<file path="config.mk">
export PLATFORM = sky130hd
export DESIGN_NAME = bus_arbiter_flat
export DESIGN_NICKNAME = d
export VERILOG_FILES = /design/src/rtl/polaris_bus_pkg.sv /design/src/rtl/bus_arbiter_if.sv /design/src/rtl/bus_watchdog.sv /design/src/rtl/bus_arbiter.sv /design/src/flat_wrapper.sv
export SDC_FILE = /design/constraint.sdc
export NUM_CORES = 1
export LEC_CHECK = 0
export BUFFER_PORTS_ARGS = -buffer_cell sky130_fd_sc_hd__buf_4
export CAP_MARGIN = 20
export CORE_AREA = 4 4 192 194
export DETAILED_ROUTE_END_ITERATION = 12
export DIE_AREA = 0 0 196 198
export REMOVE_ABC_BUFFERS = 1
export SYNTH_ARGS = -nofsm -noshare
export SYNTH_HDL_FRONTEND = slang
export SYNTH_HIERARCHICAL = 1
export SYNTH_SLANG_ARGS = --single-unit
</file>
<file path="constraint.sdc">
create_clock -name clk_i -period 3.31 [get_ports clk_i]
set_clock_uncertainty 0.2 [all_clocks]
set_input_delay 0.1655 -clock clk_i [delete_from_list [all_inputs] [get_ports clk_i]]
set_output_delay 0.1655 -clock clk_i [all_outputs]
set_load 0.02 [all_outputs]
</file>
<file path="src/rtl/polaris_bus_pkg.sv">
// Shared bus definitions: arbiter state encoding, transfer size codes and
// the watchdog counter width helper.
package polaris_bus_pkg;

  typedef enum logic [1:0] {
    ST_IDLE  = 2'b00,
    ST_GNT_I = 2'b01,
    ST_GNT_D = 2'b10
  } arb_state_e;

  typedef enum logic {
    MST_I = 1'b0,
    MST_D = 1'b1
  } master_e;

  localparam logic [1:0] SIZ_NONE = 2'b00;
  localparam logic [1:0] SIZ_WORD = 2'b10;

  // One spare bit beyond clog2 so the count never wraps before the limit.
  function automatic int unsigned wd_width(input int unsigned timeout);
    return $clog2(timeout) + 1;
  endfunction

endpackage

</file>
<file path="src/rtl/bus_arbiter_if.sv">
// Bus bundle between the instruction/data masters, the arbiter and the shared
// slave; names are seen from the arbiter, which binds the slave modport.
interface bus_arbiter_if;
  logic [63:0] iadr_i;
  logic [1:0]  isiz_i;
  logic [31:0] idat_o;
  logic        iack_o;
  logic        ierr_o;

  logic [63:0] dadr_i;
  logic [1:0]  dsiz_i;
  logic        dwe_i;
  logic [63:0] ddat_i;
  logic [63:0] ddat_o;
  logic        dack_o;
  logic        derr_o;

  logic [63:0] sadr_o;
  logic [1:0]  ssiz_o;
  logic        swe_o;
  logic [63:0] sdat_o;
  logic [63:0] sdat_i;
  logic        sack_i;

  modport slave (
    input  iadr_i, isiz_i, dadr_i, dsiz_i, dwe_i, ddat_i, sdat_i, sack_i,
    output idat_o, iack_o, ierr_o, ddat_o, dack_o, derr_o,
           sadr_o, ssiz_o, swe_o, sdat_o
  );

  modport master (
    output iadr_i, isiz_i, dadr_i, dsiz_i, dwe_i, ddat_i, sdat_i, sack_i,
    input  idat_o, iack_o, ierr_o, ddat_o, dack_o, derr_o,
           sadr_o, ssiz_o, swe_o, sdat_o
  );
endinterface

</file>
<file path="src/rtl/bus_watchdog.sv">
// Grant wait counter: cleared while idle, counts unacknowledged grant cycles
// and flags expiry on the last permitted cycle. TIMEOUT=0 never expires.
module bus_watchdog
  import polaris_bus_pkg::*;
#(
  parameter int unsigned TIMEOUT = 16
) (
  input  logic clk_i,
  input  logic reset_i,
  input  logic clear,
  input  logic count,
  output logic expire
);

  localparam int unsigned CW    = wd_width(TIMEOUT);
  localparam int unsigned LIMIT = (TIMEOUT > 0) ? TIMEOUT - 1 : 0;

  logic [CW-1:0] cnt;

  always_ff @(posedge clk_i) begin
    if (!reset_i) begin
      cnt <= '0;
    end else if (clear) begin
      cnt <= '0;
    end else if (count && !expire && (TIMEOUT != 0)) begin
      cnt <= cnt + 1'b1;
    end
  end

  assign expire = (TIMEOUT != 0) && (cnt == CW'(LIMIT));

endmodule

</file>
<file path="src/rtl/bus_arbiter.sv">
// Two-master round-robin arbiter for a single shared slave with a registered
// grant, a mandatory idle turnaround and a per-grant acknowledge timeout.
module bus_arbiter
  import polaris_bus_pkg::*;
#(
  parameter int unsigned TIMEOUT = 16
) (
  input  logic           clk_i,
  input  logic           reset_i,
  bus_arbiter_if.slave   bus
);

  arb_state_e state;
  master_e    last;
  logic       i_req;
  logic       d_req;
  logic       granted;
  logic       wd_expire;
  logic       timeout;

  assign i_req   = (bus.isiz_i != SIZ_NONE);
  assign d_req   = (bus.dsiz_i != SIZ_NONE);
  assign granted = (state != ST_IDLE);
  assign timeout = granted && wd_expire && !bus.sack_i;

  bus_watchdog #(.TIMEOUT(TIMEOUT)) u_watchdog (
    .clk_i   (clk_i),
    .reset_i (reset_i),
    .clear   (!granted),
    .count   (granted && !bus.sack_i),
    .expire  (wd_expire)
  );

  // A grant ends on ack, on the owner withdrawing its request, or on timeout;
  // every ending passes through IDLE so transactions never run back to back.
  always_ff @(posedge clk_i) begin
    if (!reset_i) begin
      state <= ST_IDLE;
      last  <= MST_D;
    end else begin
      unique case (state)
        ST_IDLE: begin
          if (i_req && d_req) begin
            state <= (last == MST_D) ? ST_GNT_I : ST_GNT_D;
          end else if (i_req) begin
            state <= ST_GNT_I;
          end else if (d_req) begin
            state <= ST_GNT_D;
          end
        end
        ST_GNT_I: begin
          if (bus.sack_i || !i_req || timeout) begin
            state <= ST_IDLE;
            last  <= MST_I;
          end
        end
        ST_GNT_D: begin
          if (bus.sack_i || !d_req || timeout) begin
            state <= ST_IDLE;
            last  <= MST_D;
          end
        end
        default: state <= ST_IDLE;
      endcase
    end
  end

  // Slave pins and the owner's response path follow the grant combinationally.
  always_comb begin
    bus.sadr_o = '0;
    bus.ssiz_o = SIZ_NONE;
    bus.swe_o  = 1'b0;
    bus.sdat_o = '0;
    bus.idat_o = '0;
    bus.iack_o = 1'b0;
    bus.ierr_o = 1'b0;
    bus.ddat_o = '0;
    bus.dack_o = 1'b0;
    bus.derr_o = 1'b0;
    unique case (state)
      ST_GNT_I: begin
        bus.sadr_o = bus.iadr_i;
        bus.ssiz_o = bus.isiz_i;
        bus.idat_o = bus.sdat_i[31:0];
        bus.iack_o = bus.sack_i;
        bus.ierr_o = timeout && i_req;
      end
      ST_GNT_D: begin
        bus.sadr_o = bus.dadr_i;
        bus.ssiz_o = bus.dsiz_i;
        bus.swe_o  = bus.dwe_i;
        bus.sdat_o = bus.ddat_i;
        bus.ddat_o = bus.sdat_i;
        bus.dack_o = bus.sack_i;
        bus.derr_o = timeout && d_req;
      end
      default: ;
    endcase
  end

endmodule

</file>
<file path="src/flat_wrapper.sv">
// flat-port wrapper written by rule: the top's interface ports become plain ports
module bus_arbiter_flat import polaris_bus_pkg::*;
#(
  parameter int unsigned TIMEOUT = 16
)
  (clk_i, reset_i, bus_iadr_i, bus_isiz_i, bus_dadr_i, bus_dsiz_i, bus_dwe_i, bus_ddat_i, bus_sdat_i, bus_sack_i, bus_idat_o, bus_iack_o, bus_ierr_o, bus_ddat_o, bus_dack_o, bus_derr_o, bus_sadr_o, bus_ssiz_o, bus_swe_o, bus_sdat_o);
  bus_arbiter_if bus_i ();
  input  logic clk_i;
  input  logic reset_i;
  input wire logic [$bits(bus_i.iadr_i)-1:0] bus_iadr_i;
  input wire logic [$bits(bus_i.isiz_i)-1:0] bus_isiz_i;
  input wire logic [$bits(bus_i.dadr_i)-1:0] bus_dadr_i;
  input wire logic [$bits(bus_i.dsiz_i)-1:0] bus_dsiz_i;
  input wire logic [$bits(bus_i.dwe_i)-1:0] bus_dwe_i;
  input wire logic [$bits(bus_i.ddat_i)-1:0] bus_ddat_i;
  input wire logic [$bits(bus_i.sdat_i)-1:0] bus_sdat_i;
  input wire logic [$bits(bus_i.sack_i)-1:0] bus_sack_i;
  output wire logic [$bits(bus_i.idat_o)-1:0] bus_idat_o;
  output wire logic [$bits(bus_i.iack_o)-1:0] bus_iack_o;
  output wire logic [$bits(bus_i.ierr_o)-1:0] bus_ierr_o;
  output wire logic [$bits(bus_i.ddat_o)-1:0] bus_ddat_o;
  output wire logic [$bits(bus_i.dack_o)-1:0] bus_dack_o;
  output wire logic [$bits(bus_i.derr_o)-1:0] bus_derr_o;
  output wire logic [$bits(bus_i.sadr_o)-1:0] bus_sadr_o;
  output wire logic [$bits(bus_i.ssiz_o)-1:0] bus_ssiz_o;
  output wire logic [$bits(bus_i.swe_o)-1:0] bus_swe_o;
  output wire logic [$bits(bus_i.sdat_o)-1:0] bus_sdat_o;
  assign bus_i.iadr_i = bus_iadr_i;
  assign bus_i.isiz_i = bus_isiz_i;
  assign bus_i.dadr_i = bus_dadr_i;
  assign bus_i.dsiz_i = bus_dsiz_i;
  assign bus_i.dwe_i = bus_dwe_i;
  assign bus_i.ddat_i = bus_ddat_i;
  assign bus_i.sdat_i = bus_sdat_i;
  assign bus_i.sack_i = bus_sack_i;
  assign bus_idat_o = bus_i.idat_o;
  assign bus_iack_o = bus_i.iack_o;
  assign bus_ierr_o = bus_i.ierr_o;
  assign bus_ddat_o = bus_i.ddat_o;
  assign bus_dack_o = bus_i.dack_o;
  assign bus_derr_o = bus_i.derr_o;
  assign bus_sadr_o = bus_i.sadr_o;
  assign bus_ssiz_o = bus_i.ssiz_o;
  assign bus_swe_o = bus_i.swe_o;
  assign bus_sdat_o = bus_i.sdat_o;
  bus_arbiter #(.TIMEOUT(TIMEOUT)) u_core (.clk_i(clk_i), .reset_i(reset_i), .bus(bus_i));
endmodule
</file>
==> results.json <==
{
  "outcome": "completed",
  "n_antenna_cell": 0,
  "first_pass_iters": 4,
  "maxCapViolCount": 0,
  "io_pins": 495,
  "cp_num_buf_inv": 3,
  "clkSlewWorstSetupHoldPaths_ns": 0.04,
  "ys_ff_latch": 8,
  "design_area_sq_um": 6890,
  "layout-drive-gt1-share": 0.600,
  "critical_path_required_ns": 2.94,
  "dp_hpwl_mm": 16.8,
  "slowest_stage": "ha_4",
  "period_minus_slack_ns": 2.49,
  "critPathCaptureType": "output pin",
  "critPathTopFamily": "buffers and inverters",
  "drt-total-wl_mm": 19.5,
  "start_util": 0.0734,
  "wl_per_cell_um": 14.8,
  "cellPowerDensity_nw_per_um2": 286,
  "slew_headroom": 0.520,
  "placed_cell_area_sq_um": 6810,
  "gr-total-overflow": 0,
  "ir_drop_v": 0.000117,
  "ys_warn_count": 6,
  "finalSetupTns_ns": 0,
  "clockBufferDepth": 2,
  "cts_sinks": 8,
  "max_stage_delay_ns": 0.58,
  "clock-root-buffer": "clkbuf_16",
  "grt_pass1_wl_mm": 27.3,
  "fmax_mhz": 401,
  "synth_cells": 391,
  "syn_area_per_cell_sq_um": 6.61,
  "vias_per_cell": 3.44,
  "drtIter0Drc": 174,
  "cts_tree": "built",
  "synthesis.area_sq_um": 2580,
  "via_count": 4526,
  "antenna_found_initial": 0,
  "core_sq_um": 35200,
  "synth_seq_area_share": 0.0620,
  "numCtsBuffers": 3,
  "die-height_um": 198,
  "die_w_um": 196,
  "rsz0062_at_grt": "false",
  "crit_type": "flip-flop to output pin",
  "hold_path.class": "primary input to flip-flop",
  "route.detailed.drc": 0,
  "grtUsageTotal": 0.0883,
  "ant_nets": 0,
  "cts_setup_buffers": 0,
  "grt_max_degree": 77,
  "min_period_over_period": 0.753,
  "timing.hold.ws_ns": 0.125,
  "setup_viol": 0,
  "dieArea_sq_um": 38800,
  "crit_path_cell_trace": "inv_1 > ha_4 > buf_12 > a22oi_1 > nor2b_1 > buf_4",
  "cp.arrival_ns": 2.13,
  "hold_violations": 0,
  "finalPower_uw": 1970,
  "rows": 69,
  "path_max_fanout": 67,
  "io_buffers": 494,
  "grt_pass1_vias": 4605,
  "netlist-cell-type-count": 31,
  "htreeDepth": 1,
  "tightestPinTransition_ns": 0.721,
  "clock_latency_ns": 0.23,
  "maxSlewViolCount": 0,
  "nets": 1125,
  "cp-start-kind": "flip-flop",
  "leakagePower_uw": 0.00342,
  "final_util": 0.196,
  "area_growth_syn_to_layout_pct": 167,
  "cts_resized": 0,
  "gp_congestion": 0.865
}
==> what timing repair did <==
item | in CTS | in global routing
hold buffers | 1 | 0
endpoints found under the setup margin | 0 | 0
endpoints found under the hold margin | 1 | 0
==> stage by stage <==
step	std cells	setup slack, ns
2_1_floorplan	351	-0.785
3_3_place_gp	1311	1.05
3_5_place_dp	1311	1.03
4_1_cts	1315	0.782
5_1_grt	1315	0.621
6_report	1315	0.817
==> sequential cells by signal, summed over array words and instances, names as in the netlist <==
signal                 cells
u_core/state               2
u_core/u_watchdog/cnt      5
u_core/last                1
==> metal layers <==
layer  routed length [um]  vias up  GRT usage
li1                     -     2221          -
met1                 7200     2048      0.100
met2                10200      241      0.170
met3                 1700       16     0.0177
met4                  378        0     0.0197
met5                    0        -          0
==> power breakdown <==
part	internal [uW]	switching, uW
clock	156	46.2
combinational	787	870
sequential	106	7.67
==> logic make-up (layout without fill, tap and decap cells) <==
group	after synthesis	after routing	share of synthesized area
AO/OA/AOI/OAI	77	77	0.229
XOR/XNOR	2	2	0.00678
adder cells (fa/ha/maj)	5	5	0.0242
buffers and inverters	45	508	0.0717
flip-flops	8	8	0.0620
multiplexers	1	1	0.00387
AND/OR/NAND/NOR	253	253	0.602
==> layout by cell type (no fill, tap or decap), types with 2 or more instances in the layout <==
master     instances
buf_4            496
and2_1           163
a22oi_1           66
nor2b_1           66
nor2_1             9
dfxtp_1            8
nand2_1            5
inv_1              4
clkbuf_16          3
buf_12             3
o21ai_2            2
nand2b_1           2
o21ai_0            2
nand3_1            2
ha_4               2
a21oi_1            2
ha_1               2
==> final timing paths <==
path,from,endpoint,slack (ns),cells past startpoint
worst max register to register,u_core/state[1]$_SDFFE_PN0P_,u_core/state[1]$_SDFFE_PN0P_,1.13,6
worst min register to register,u_core/u_watchdog/cnt[1]$_SDFFE_PP0P_,u_core/u_watchdog/cnt[1]$_SDFFE_PP0P_,0.28,2
worst max-delay path,u_core/state[0]$_SDFFE_PN0P_,bus_sadr_o[46],0.82,6
worst min-delay path,bus_sack_i,u_core/last$_SDFFE_PN1P_,0.13,4
==> worst reg2reg max path: cells and delay by family, from the launching register on <==
kind	cells	cell delay, ns
DFF	1	0.33
AOI/OAI and AO/OA	3	0.70
muxes	1	0.16
adders and majority gates	1	0.60
buffers and inverters	1	0.12
==> layout make-up <==
class                      count  area [sq um]
tap                          461           577
multi-input combinational    338          2270
clock buffer                   3          75.1
timing repair buffer         500          3790
sequential                     8           160
fill                        3911         28300
inverter                       5          18.8
==> Yosys cell counts <==
| library cell | instances | area (sq um) |
|---|---|---|
| a211oi_1 | 1 | 7.51 |
| a22oi_1 | 66 | 495 |
| xor2_1 | 1 | 8.76 |
| nor2b_1 | 66 | 413 |
| nand2_1 | 5 | 18.8 |
| dfxtp_1 | 8 | 160 |
| xnor2_1 | 1 | 8.76 |
| or3_1 | 1 | 6.26 |
| o21bai_1 | 1 | 7.51 |
| buf_4 | 1 | 7.51 |
| nand3b_1 | 1 | 7.51 |
| o21ai_2 | 2 | 17.5 |
| a31o_2 | 1 | 8.76 |
| nor2_1 | 9 | 33.8 |
| and3_1 | 1 | 6.26 |
| clkbuf_1 | 29 | 109 |
| inv_1 | 4 | 15.0 |
| nand2b_4 | 1 | 13.8 |
| mux2i_1 | 1 | 10.0 |
| ha_1 | 5 | 62.6 |
| a221oi_4 | 1 | 26.3 |
| nand3_1 | 2 | 10.0 |
| buf_2 | 10 | 50.1 |
| a21oi_1 | 2 | 10.0 |
| a31o_1 | 1 | 8.76 |
| o21ai_0 | 2 | 10.0 |
| and2b_2 | 1 | 8.76 |
| nor4_1 | 1 | 6.26 |
| nand2b_1 | 2 | 12.5 |
| inv_2 | 1 | 3.75 |
| and2_1 | 163 | 1020 |
Note: power is estimated with default switching activity, not from simulation.
